--- config.mk ---
export PLATFORM = sky130hd
export DESIGN_NAME = audio_filter_ctrl
export DESIGN_NICKNAME = d
export VERILOG_FILES = /design/src/rtl/audio_filter_ctrl.sv
export SDC_FILE = /design/constraint.sdc
export NUM_CORES = 1
export LEC_CHECK = 0
export ABC_AREA = 1
export BUFFER_PORTS_ARGS = -buffer_cell sky130_fd_sc_hd__clkbuf_2
export CAP_MARGIN = 20
export CORE_UTILIZATION = 50
export DETAILED_ROUTE_END_ITERATION = 7
export PLACE_DENSITY = 0.93
export SYNTH_ARGS = -nofsm -noshare
export SYNTH_HDL_FRONTEND = slang
export SYNTH_SLANG_ARGS = --single-unit
--- constraint.sdc ---
create_clock -name clk -period 2.5 [get_ports clk]
set_clock_uncertainty 0.05 [all_clocks]
set_input_delay 0.5 -clock clk [delete_from_list [all_inputs] [get_ports clk]]
set_output_delay 0.5 -clock clk [all_outputs]
set_load 0.05 [all_outputs]
--- src/rtl/audio_filter_ctrl.sv ---
// audio_filter_ctrl: pops one stereo sample pair from the codec, drives the
// left/right FIR filters with one shared enable pulse, then pushes the
// filtered (or raw, in bypass) pair back to the codec.
// Keeps a wrapping frame counter and a sticky overrun flag. The overrun flag
// is set when a frame is dropped because the codec write side stalled.
//
// state   | meaning
// --------+-----------------------------------------------------------
// IDLE    | waiting for read_ready
// READ    | pop strobe; latch samples and bypass mode
// FILT    | filter enable; capture filtered/raw result into writedata
// WAIT_WR | waiting for write_ready, bounded by TIMEOUT cycles
// WRITE   | push strobe; bump frame counter

module audio_filter_ctrl #(
    parameter int TIMEOUT = 1024,
    parameter int CNT_W   = 16
) (
    input  logic               clk,
    input  logic               reset,
    input  logic               read_ready,
    input  logic [23:0]        readdata_left,
    input  logic [23:0]        readdata_right,
    output logic               read,
    input  logic               write_ready,
    output logic [23:0]        writedata_left,
    output logic [23:0]        writedata_right,
    output logic               write,
    output logic [23:0]        filt_in_left,
    output logic [23:0]        filt_in_right,
    output logic               filt_en,
    input  logic [23:0]        filt_out_left,
    input  logic [23:0]        filt_out_right,
    input  logic               bypass,
    input  logic               clr_overrun,
    output logic [CNT_W-1:0]   sample_count,
    output logic               overrun
);

    // The wait counter only ever needs to reach TIMEOUT-1.
    localparam int WAIT_W = (TIMEOUT > 1) ? $clog2(TIMEOUT) : 1;
    localparam logic [WAIT_W-1:0] WAIT_LAST = WAIT_W'(TIMEOUT - 1);

    typedef enum logic [2:0] {
        IDLE    = 3'd0,
        READ    = 3'd1,
        FILT    = 3'd2,
        WAIT_WR = 3'd3,
        WRITE   = 3'd4
    } state_t;

    state_t            state_q, state_d;
    logic [23:0]       filt_in_l_q, filt_in_l_d;
    logic [23:0]       filt_in_r_q, filt_in_r_d;
    logic [23:0]       wr_l_q, wr_l_d;
    logic [23:0]       wr_r_q, wr_r_d;
    logic              bypass_q, bypass_d;
    logic [WAIT_W-1:0] wait_q, wait_d;
    logic [CNT_W-1:0]  count_q, count_d;
    logic              overrun_q, overrun_d;
    logic              timeout;

    // State and datapath registers with synchronous reset.
    always_ff @(posedge clk) begin
        if (reset) begin
            state_q     <= IDLE;
            filt_in_l_q <= '0;
            filt_in_r_q <= '0;
            wr_l_q      <= '0;
            wr_r_q      <= '0;
            bypass_q    <= 1'b0;
            wait_q      <= '0;
            count_q     <= '0;
            overrun_q   <= 1'b0;
        end else begin
            state_q     <= state_d;
            filt_in_l_q <= filt_in_l_d;
            filt_in_r_q <= filt_in_r_d;
            wr_l_q      <= wr_l_d;
            wr_r_q      <= wr_r_d;
            bypass_q    <= bypass_d;
            wait_q      <= wait_d;
            count_q     <= count_d;
            overrun_q   <= overrun_d;
        end
    end

    // Next-state, datapath updates and Moore strobes.
    always_comb begin
        state_d     = state_q;
        filt_in_l_d = filt_in_l_q;
        filt_in_r_d = filt_in_r_q;
        wr_l_d      = wr_l_q;
        wr_r_d      = wr_r_q;
        bypass_d    = bypass_q;
        wait_d      = wait_q;
        count_d     = count_q;
        timeout     = 1'b0;
        read        = 1'b0;
        filt_en     = 1'b0;
        write       = 1'b0;

        unique case (state_q)
            IDLE: begin
                if (read_ready) state_d = READ;
            end
            READ: begin
                read        = 1'b1;
                filt_in_l_d = readdata_left;
                filt_in_r_d = readdata_right;
                bypass_d    = bypass;
                state_d     = FILT;
            end
            FILT: begin
                filt_en = 1'b1;
                wr_l_d  = bypass_q ? filt_in_l_q : filt_out_left;
                wr_r_d  = bypass_q ? filt_in_r_q : filt_out_right;
                wait_d  = '0;
                state_d = WAIT_WR;
            end
            WAIT_WR: begin
                // A write that becomes possible on the final wait cycle still wins.
                if (write_ready) begin
                    state_d = WRITE;
                end else if (wait_q == WAIT_LAST) begin
                    timeout = 1'b1;
                    state_d = IDLE;
                end else begin
                    wait_d = wait_q + WAIT_W'(1);
                end
            end
            WRITE: begin
                write   = 1'b1;
                count_d = count_q + CNT_W'(1);
                state_d = IDLE;
            end
            default: state_d = IDLE;
        endcase

        // Set has priority over clear so a drop is never lost.
        overrun_d = overrun_q;
        if (clr_overrun) overrun_d = 1'b0;
        if (timeout)     overrun_d = 1'b1;
    end

    assign filt_in_left    = filt_in_l_q;
    assign filt_in_right   = filt_in_r_q;
    assign writedata_left  = wr_l_q;
    assign writedata_right = wr_r_q;
    assign sample_count    = count_q;
    assign overrun         = overrun_q;

endmodule

---- Word-level counts from Yosys, hierarchy flattened ----
Cells that the tools add are included.
operators by class
  mux-type cells .......................... 17
  eq/ne operators ......................... 9
  $add $sub $neg .......................... 2
  reduce and logical (&&, ||, !) cells .... 5
operators with widths
  kind                                           number
  two-way mux 24 bit                             2
  two-way mux 10 bit                             2
  one-hot mux 10 bit (2 select lines)            1
  adder 16 x 1 -> 16 bit, second input constant  1
  one-hot mux 3 bit (4 select lines)             1
  adder 10 x 1 -> 10 bit, second input constant  1
  == test 10 bit, second input constant          1
  two-way mux 3 bit                              3
  two-way mux 1 bit                              8
  == test 3 x 2 -> 1 bit, second input constant  2
  inequality test 2 bit, second input constant   3
  nonzero test 2 bit                             2
  == test 3 x 1 -> 1 bit, second input constant  1
  == test 3 bit, second input constant           1
  logical NOT 3 bit                              1
  inequality test 3 bit, second input constant   1
  AND reduction 3 bit                            1
  AND reduction 2 bit                            1
storage, ports and cells
  output and inout bits ................... 116
  register bits after elaboration ......... 127
  input port bits ......................... 102
  logic and storage cells ................. 42

---- Depth between registers and ports, before layout ----
Gate-level depths: netlist of the first run.
  depth in word-level cells ............... 5
  gate-level depth with buffers ........... 10
  mapped depth without buffers ............ 9

---- Worst setup path after synthesis of the first run ----
OpenSTA, ideal clock, no wires.
  path kind ............................... register to output
  start ................................... reg state_q[1]
  end ..................................... out filt_en
  arrival time ............................ 1305 ps
  slack ................................... 645 ps
  buffers on the path ..................... 1
  required time ........................... 1950 ps
  stages on the path, launching flop included .. 4
  cells stage by stage .................... dfxtp_1 -> nand2_2 -> nor2_4 -> buf_1
on the way
  word-level cells in the longest chain between the ends .. 2
ends and longest elaborated chain
  element                 RTL line  RTL
  from (decl)             52        state_t state_q, state_d;
  from (signal assigned)  76        state_q <= state_d;
  == test 3 x 2 -> 1 bit  103       unique case (state_q)
  two-way mux 1 bit       103
  to (decl)               31        output logic filt_en,
No other way between the ends.

---- Final worst setup path of the first run ----
  start ................................... reg state_q[0]
  end ..................................... out write
on the way
  word-level cells in the longest chain between the ends .. 2
ends and longest elaborated chain
  element            RTL line  RTL
  == test 3 bit      103
  two-way mux 1 bit  103
  to (decl)          28        output logic write,
No other way between the ends.

==> impl_metrics.toml, run 1 <==
[clock_network]
clock_latency_ps = 500
post_cts_buffers = 0
cts_tree = "yes"
path_clk_slew_ps = 60
post_cts_resized = 0
cts_buffers = 17
hold_buffers = 0
root_buffer = "clkbuf_8"
cts_sinks = 127
htreeDepth = 4
cts.path.max_buffers = 2

[floorplan]
dieWidth_um = 104
dieArea_um2 = 10800
core_area_um2 = 9910
num_rows = 36
fp.dieH_um = 104
io_pins = 218
start_util = 0.525

[timing]
rsz0062_at_grt = "false"
slew_headroom = 0.382
setup_ws_ps = 314
max_freq_mhz = 457
period_share = 0.874
final-hold-violation-count = 0
worst_pin_slew_ps = 926
fin_setup_tns_ps = 0
fin_crit_ps = 2190
finalSetupViolCount = 0
slew_violations = 0

[routing]
drc = 0
via_count = 5643
ant_nets = 0
totalWireLength_um = 15200
dr.pass1.iters = 5
drt-wirelength-per-cell_um = 14.3
drt_iter0_markers = 453
avgViaCountPerCell = 5.30

[placed_design]
place_congestion = 0.864
postPlaceCellArea_um2 = 6340
io_buffers = 217
dp_hpwl_um = 10400
dp_slack_ps = 723

[synthesis]
synth_edf_count = 0
syn_area_per_cell_um2 = 7.25
synthXorXnorAreaFrac = 0.00337
synth_area_um2 = 5200
ys.warnings.count = 0
synth-simple-area-share = 0.258
synth_cells = 718
synth_seq_area_share = 0.489
ys_types = 28
synth_mux_area_frac = 0
synth_top_family_by_area = "simple AND/OR/NAND/NOR gates"
ys.flop_type = "dfxtp_1"
syn-num-nets = 822
synth_compound_area_frac = 0.184
synth_async_sr_flop_share = 0
synth_fa_ha_area_frac = 0.00481
ys_ff_latch = 127

[power_and_ir_drop]
p_leak_nw = 3.28
power_mw = 6.47
peakVddDrop_mv = 0.534
power_density_nw_per_um2 = 929

[critical_path]
cp-end-kind = "output port"
cpMaxStageDelayCell = "dfxtp_1"
crit_arrival_ps = 1640
startpoint_type = "register"
crit_chain = "inv_2 -> nand2_1 -> nor2_2 -> clkbuf_2"
critical_path_class = "reg -> out"
required_ps = 1950
cp_max_fo = 6
slowest_delay_ps = 350

[worst_hold_path]
hold_class = "in -> reg"

[finish]
nets = 1022
layout-drive-gt1-share = 0.290
layout-area-overhead-vs-synth_pct = 34.0
fillers = 820
mostFrequentLayoutCells = "clkbuf_2 (217), nand2_1 (154), nor2_1 (136), dfxtp_1 (126), o21ai_0 (106)"
stdcell_area_um2 = 6970
final_common_cell = "clkbuf_2"
n_antenna_cell = 0

[run]
drv_cap = 0

[global_routing]
grt_max_degree = 98
grt-ovfl-total = 0
grt_pass1_wl_um = 24800
grt_pass1_vias = 5317
antenna_found_initial = 0
track_usage = 0.282

[run_status]
outcome = "finished, final reports clean"
[cell usage after synthesis (3+ instances only)]
library cell | count | area (µm²)
a21oi_1 | 18 | 90.1
a31oi_1 | 50 | 313
buf_2 | 10 | 50.1
clkbuf_1 | 30 | 113
dfxtp_1 | 127 | 2540
inv_1 | 30 | 113
inv_2 | 4 | 15.0
nand2_1 | 154 | 578
nand3_1 | 18 | 90.1
nand4_1 | 6 | 37.5
nor2_1 | 136 | 510
nor2_2 | 3 | 18.8
nor3_1 | 7 | 35.0
o21ai_0 | 106 | 531
[stage by stage]
step                       util  hold slack [ps]  cells
after floorplan               -              426    718
after global placement    0.640              416   1032
after detailed placement  0.640              424   1032
after CTS                 0.703              159   1064
after global routing      0.703              159   1064
final                     0.703              169   1064
[sequential cells by signal (all words and copies together), names as in the netlist]
signal	count
bypass_q	1
filt_in_left	24
filt_in_right	24
overrun	1
sample_count	16
state_q	3
wait_q	10
writedata_left	24
writedata_right	24
[worst paths after layout]
| check | endpoint | cells after the start | from | slack (ps) |
|---|---|---|---|---|
| worst max-delay path | write | 4 | state_q[0] | 310 |
| worst min-delay path | filt_in_left[2] | 3 | readdata_left[2] | 170 |
| worst max register to register | wait_q[4] | 7 | state_q[1] | 700 |
| worst min register to register | writedata_right[9] | 2 | filt_in_right[9] | 430 |
[power by group]
part | total, mW | internal (mW) | switching, mW
Combinational | 1.52 | 0.348 | 1.17
Clock | 2.57 | 1.68 | 0.889
Sequential | 2.38 | 2.23 | 0.149
[metal layers]
| layer | part of all wire | routed length [µm] | up-vias | GRT usage |
|---|---|---|---|---|
| li1 | - | - | 2782 | - |
| met1 | 0.41 | 6270 | 2541 | 0.342 |
| met2 | 0.48 | 7280 | 284 | 0.478 |
| met3 | 0.082 | 1250 | 36 | 0.0658 |
| met4 | 0.025 | 375 | 0 | 0.120 |
| met5 | 0 | 0 | - | 0 |
[critical path: cells and delay by family, from the launching register on]
family                 cells  cell delay (ps)
buffers and inverters      2              470
DFF                        1              350
and+or+nand+nor            2              320
[logic make-up after synthesis]
kind of cell | count (synthesis)
AO/OA/AOI/OAI | 177
XOR/XNOR | 2
adder cells (fa/ha/maj) | 2
buffers and inverters | 78
flip-flops | 127
AND/OR/NAND/NOR | 332
[cell type report]
cell class | instances | area [µm²] | share of cell area
inverter | 34 | 128 | 0.0183
timing repair buffer | 225 | 1160 | 0.166
tap | 133 | 166 | 0.0239
clock inverter | 12 | 181 | 0.0260
sequential | 127 | 2540 | 0.365
multi-input combinational | 513 | 2350 | 0.337
clock buffer | 20 | 445 | 0.0639
Power figures use the tool's default switching activity.
==> run 2, diff against run 1 <==
--- a/config.mk
+++ b/config.mk
@@ -5,7 +5,6 @@
 export SDC_FILE = /design/constraint.sdc
 export NUM_CORES = 1
 export LEC_CHECK = 0
-export ABC_AREA = 1
 export BUFFER_PORTS_ARGS = -buffer_cell sky130_fd_sc_hd__clkbuf_2
 export CAP_MARGIN = 20
 export CORE_UTILIZATION = 50
==> impl_metrics.toml, run 2 <==
[run_status]
outcome = "finished, final reports clean"

[timing]
final-hold-violation-count = 0
hold_slack_ps = 165
period_share = 0.944
fin_crit_ps = 2360
slew_headroom = 0.632
finalSetupViolCount = 0
slew_violations = 0
rsz0062_at_grt = "false"
fin_setup_tns_ps = 0
max_freq_mhz = 424
worst_pin_slew_ps = 552

[critical_path]
cp-end-kind = "output port"
startpoint_type = "register"
r2r_start = "wait_q[0]"
regToRegSetupSlack_ps = 550
r2r_end = "wait_q[3]"
required_ps = 1950
cp_max_fo = 11
crit_arrival_ps = 1810
r2r_cells = 5
crit_end = "read"
critical_path_class = "reg -> out"
crit_start = "state_q[0]"

[finish]
layout-area-overhead-vs-synth_pct = 35.5
final_common_cell = "clkbuf_2"
nets = 902
fin_util = 0.712
fillers = 801
multi_input_area_um2 = 2470
layout-drive-gt1-share = 0.333
layout.cells.non_filler = 943
mostFrequentLayoutCells = "clkbuf_2 (216), dfxtp_1 (125), nand2_1 (104), nor2_1 (68), a21oi_1 (64)"
n_antenna_cell = 0
seq_area_um2 = 2540

[synthesis]
synth_cells = 599
ys.flop_type = "dfxtp_1"
ys_ff_latch = 127
synthTopCellsByCount = "dfxtp_1 (127), nand2_1 (104), nor2_1 (69), a21oi_1 (64), mux2i_1 (50)"
synth_async_sr_flop_share = 0
syn_area_per_cell_um2 = 8.73
ys.warnings.count = 0
synth_seq_area_share = 0.486
ys_types = 46
synth.most_common_cell = "dfxtp_1"
synth.area.top_cells = "dfxtp_1 (49%), mux2i_1 (9.6%), nand2_1 (7.5%)"
synth_edf_count = 0
synth_area_leader_cell = "dfxtp_1"
synth_area_um2 = 5230
yosys.area.top_type_share = 0.486
syn-num-nets = 703

[power_and_ir_drop]
power_mw = 6.50
peakVddDrop_mv = 0.597
p_leak_nw = 2.96
power_density_nw_per_um2 = 918

[clock_network]
root_buffer = "clkbuf_8"
cts_sinks = 127
cts_tree = "yes"
path_clk_slew_ps = 60
clock_latency_ps = 500
cts_buffers = 17
htreeDepth = 4
cts.path.max_buffers = 2

[routing]
drt-wirelength-per-cell_um = 15.0
avgViaCountPerCell = 5.32
drt_iter0_markers = 343
totalWireLength_um = 14200
dr.pass1.iters = 4
drc = 0
via_count = 5020
ant_nets = 0

[floorplan]
dieArea_um2 = 10900
start_util = 0.525
fp.dieH_um = 104
num_rows = 36
dieWidth_um = 104
io_pins = 218
core_area_um2 = 9950

[global_routing]
track_usage = 0.263
grt_pass1_wl_um = 23100
grt_max_degree = 97
antenna_found_initial = 0
grt_pass1_vias = 4744
grt-ovfl-total = 0

[placed_design]
dp_cells = 912
place_congestion = 0.850
dp_hpwl_um = 9930
io_buffers = 217

[run]
drv_cap = 0

[worst_hold_path]
hold_class = "in -> reg"
-- run 2: cell count changes after synthesis, moves of 4 or more --
cell / previous run / this run
o21ai_0: 106 / 8
nor2_1: 136 / 69
mux2i_1: 0 / 50
nand2_1: 154 / 104
a31oi_1: 50 / 1
a211oi_1: 1 / 48
a21oi_1: 18 / 64
inv_1: 30 / 6
nand3_1: 18 / 6
clkbuf_1: 30 / 37
buf_2: 10 / 4
or3_1: 0 / 5
xnor2_1: 1 / 5
-- run 2: layer usage --
metal / global-route usage / part of all wire / up-vias
li1: - / - / 2498
met1: 0.318 / 0.41 / 2314
met2: 0.457 / 0.51 / 186
met3: 0.0683 / 0.062 / 22
met4: 0.0786 / 0.017 / 0
met5: 0 / 0 / -
-- run 2: worst min path at each step --
stage | from | end | slack [ps] | cells past startpoint
final | readdata_right[0] | filt_in_right[0] | 170 | 3
after global routing | readdata_right[5] | filt_in_right[5] | 150 | 3
after CTS | readdata_right[18] | filt_in_right[18] | 140 | 3
after detailed placement | filt_in_left[11] | filt_in_left[11] | 410 | 2
after global placement | filt_in_left[1] | filt_in_left[1] | 410 | 2
after floorplan | wait_q[7] | wait_q[7] | 400 | 2
-- run 2: logic make-up (layout without fill, tap and decap cells) --
| logic type | Yosys count | count (layout) | synth area share |
|---|---|---|---|
| mux | 53 | 53 | 0.102 |
| xor+xnor | 9 | 9 | 0.0151 |
| compound gates | 135 | 135 | 0.162 |
| buf+inv | 54 | 265 | 0.0426 |
| flops | 127 | 127 | 0.486 |
| simple gates | 219 | 219 | 0.187 |
| fa+ha+maj | 2 | 2 | 0.00479 |
-- run 2: power by group --
group | switching [mW] | leakage, nW | internal, mW
combinational | 1.04 | 1.61 | 0.382
sequential | 0.130 | 1.04 | 2.20
clock | 0.898 | 0.321 | 1.85
total | 2.07 | 2.96 | 4.43
-- run 2: repair_timing --
action,in CTS,in global routing
hold buffers,0,0
hold endpoints to repair,0,0
resized for setup,1,0
setup endpoints to repair,1,0
setup buffers,0,0
-- run 2: layout make-up --
type	count	area share
tap	133	0.0235
timing repair buffer	227	0.171
multi-input combinational	418	0.349
sequential	127	0.359
clock inverter	13	0.0334
clock buffer	18	0.0604
inverter	7	0.00371
-- run 2: critical path, stage by stage, from the launching register on --
cell and delay (ps):
dfxtp_2 440, or3b_2 510, inv_2 80, clkbuf_2 280
-- run 2: metrics by stage --
| step | cell area [µm²] | setup WS, ps |
|---|---|---|
| 4_1_cts | 7090 | 120 |
| 6_report | 7090 | 140 |
| 5_1_grt | 7090 | 82.7 |
| 2_1_floorplan | 5230 | 58.9 |
| 3_3_place_gp | 6420 | 549 |
| 3_5_place_dp | 6420 | 469 |
==> run 3, diff against run 2 <==
--- a/config.mk
+++ b/config.mk
@@ -10,6 +10,7 @@
 export CORE_UTILIZATION = 50
 export DETAILED_ROUTE_END_ITERATION = 7
 export PLACE_DENSITY = 0.93
+export SETUP_SLACK_MARGIN = 0.4
 export SYNTH_ARGS = -nofsm -noshare
 export SYNTH_HDL_FRONTEND = slang
 export SYNTH_SLANG_ARGS = --single-unit
==> impl_metrics.toml, run 3 (synthesis gave the netlist of run 2 again) <==
[run_status]
outcome = "finished, final reports clean"

[finish]
layout-drive-gt1-share = 0.348
n_antenna_cell = 0
mostFrequentLayoutCells = "clkbuf_2 (213), dfxtp_1 (117), nand2_1 (104), nor2_1 (68), a21oi_1 (64)"
seq_area_um2 = 2560
final_common_cell = "clkbuf_2"
multi_input_area_um2 = 2480
nets = 907
fillers = 773
layout-area-overhead-vs-synth_pct = 35.5
stdcell_area_um2 = 7080

[timing]
max_freq_mhz = 485
hold_slack_ps = 158
slew_headroom = 0.627
finalSetupViolCount = 0
fin_crit_ps = 2060
worst_pin_slew_ps = 560
final-hold-violation-count = 0
fin_setup_tns_ps = 0
period_share = 0.825
slew_violations = 0
rsz0062_at_grt = "false"

[global_routing]
grt_max_degree = 97
grt_pass1_vias = 4791
grt-ovfl-total = 0
antenna_found_initial = 0
grt_pass1_wl_um = 23300
track_usage = 0.265

[placed_design]
postPlaceCellArea_um2 = 6420
dp_hpwl_um = 10100
io_buffers = 217
place_congestion = 0.841

[critical_path]
crit_chain = "or3b_4 -> inv_2 -> clkbuf_16"
r2r_start = "wait_q[0]"
cp-end-kind = "output port"
r2r_cells = 5
crit_arrival_ps = 1510
startpoint_type = "register"
regToRegSetupSlack_ps = 560
cp_max_fo = 6
cpMaxStageDelayCell = "or3b_4"
r2r_end = "wait_q[3]"
required_ps = 1950
critical_path_class = "reg -> out"
slowest_delay_ps = 400

[worst_hold_path]
hold_class = "in -> reg"
hp-start = "readdata_left[2]"
holdPathStages = 3
whs_endpoint = "filt_in_left[2]"

[clock_network]
root_buffer = "clkbuf_8"
hold_buffers = 0
cts_sinks = 127
cts.path.max_buffers = 2
path_clk_slew_ps = 60
cts_buffers = 17
htreeDepth = 4
cts_tree = "yes"
clock_latency_ps = 510

[routing]
drc = 0
drt_iter0_markers = 378
totalWireLength_um = 14600
ant_nets = 0
via_count = 5125
avgViaCountPerCell = 5.40
dr.pass1.iters = 4
drt-wirelength-per-cell_um = 15.4

[power_and_ir_drop]
p_leak_nw = 2.95
power_mw = 6.16
peakVddDrop_mv = 0.483
power_density_nw_per_um2 = 869

[floorplan]
num_rows = 36
io_pins = 218
start_util = 0.525
dieArea_um2 = 10900
core_area_um2 = 9950
fp.dieH_um = 104
dieWidth_um = 104

[run]
drv_cap = 0
run 3: cell types whose count changed in the layout (fill, tap and decap cells not counted), sizes merged:
cell | before | now
clkinv | 5 | 3
bufinv | 6 | 2
buf | 11 | 16
clkinvlp | 1 | 5
inv | 8 | 11
run 3: layout make-up:
cell class / count / area share
sequential: 127 / 0.361
multi-input combinational: 418 / 0.351
timing repair buffer: 232 / 0.179
clock buffer: 18 / 0.0590
tap: 133 / 0.0235
clock inverter: 14 / 0.0224
inverter: 7 / 0.00371
run 3: stage by stage:
step           instances  utilization  setup WS [ps]
2_1_floorplan        599            -            499
3_3_place_gp         912        0.645            661
3_5_place_dp         912        0.645            574
4_1_cts              946        0.709            407
5_1_grt              949        0.712            405
6_report             949        0.712            438
run 3: critical path: cells and delay by family, from the launching register on:
kind          cells  cell delay [ps]
flops             1              360
simple gates      1              400
buf+inv           2              240
run 3: worst max path at each step:
stage / from / slack (ps) / endpoint
6_report: state_q[1] / 440 / read
5_1_grt: state_q[2] / 400 / filt_en
4_1_cts: state_q[2] / 410 / read
3_5_place_dp: state_q[1] / 570 / sample_count[15]
3_3_place_gp: state_q[1] / 660 / sample_count[15]
2_1_floorplan: sample_count[7] / 500 / sample_count[15]
run 3: timing repair:
| item | 4_1_cts | 5_1_grt |
|---|---|---|
| endpoints found under the setup margin | 3 | 2 |
| gates resized for setup | 11 | 1 |
| setup buffers | 2 | 3 |
| pin swaps | 1 | 1 |
run 3: routing by layer:
metal,vias up,GRT usage,part of all wire,routed length (µm)
met3,29,0.0608,0.066,967
met5,-,0,0,0
met4,0,0.104,0.022,318
li1,2514,-,-,-
met2,218,0.458,0.50,7290
met1,2364,0.317,0.41,6070
run 3: where the power goes:
part | leakage [nW] | internal, mW | switching (mW)
sequential | 1.04 | 2.20 | 0.114
clock | 0.265 | 1.43 | 0.930
combinational | 1.64 | 0.403 | 1.08
total | 2.95 | 4.04 | 2.12
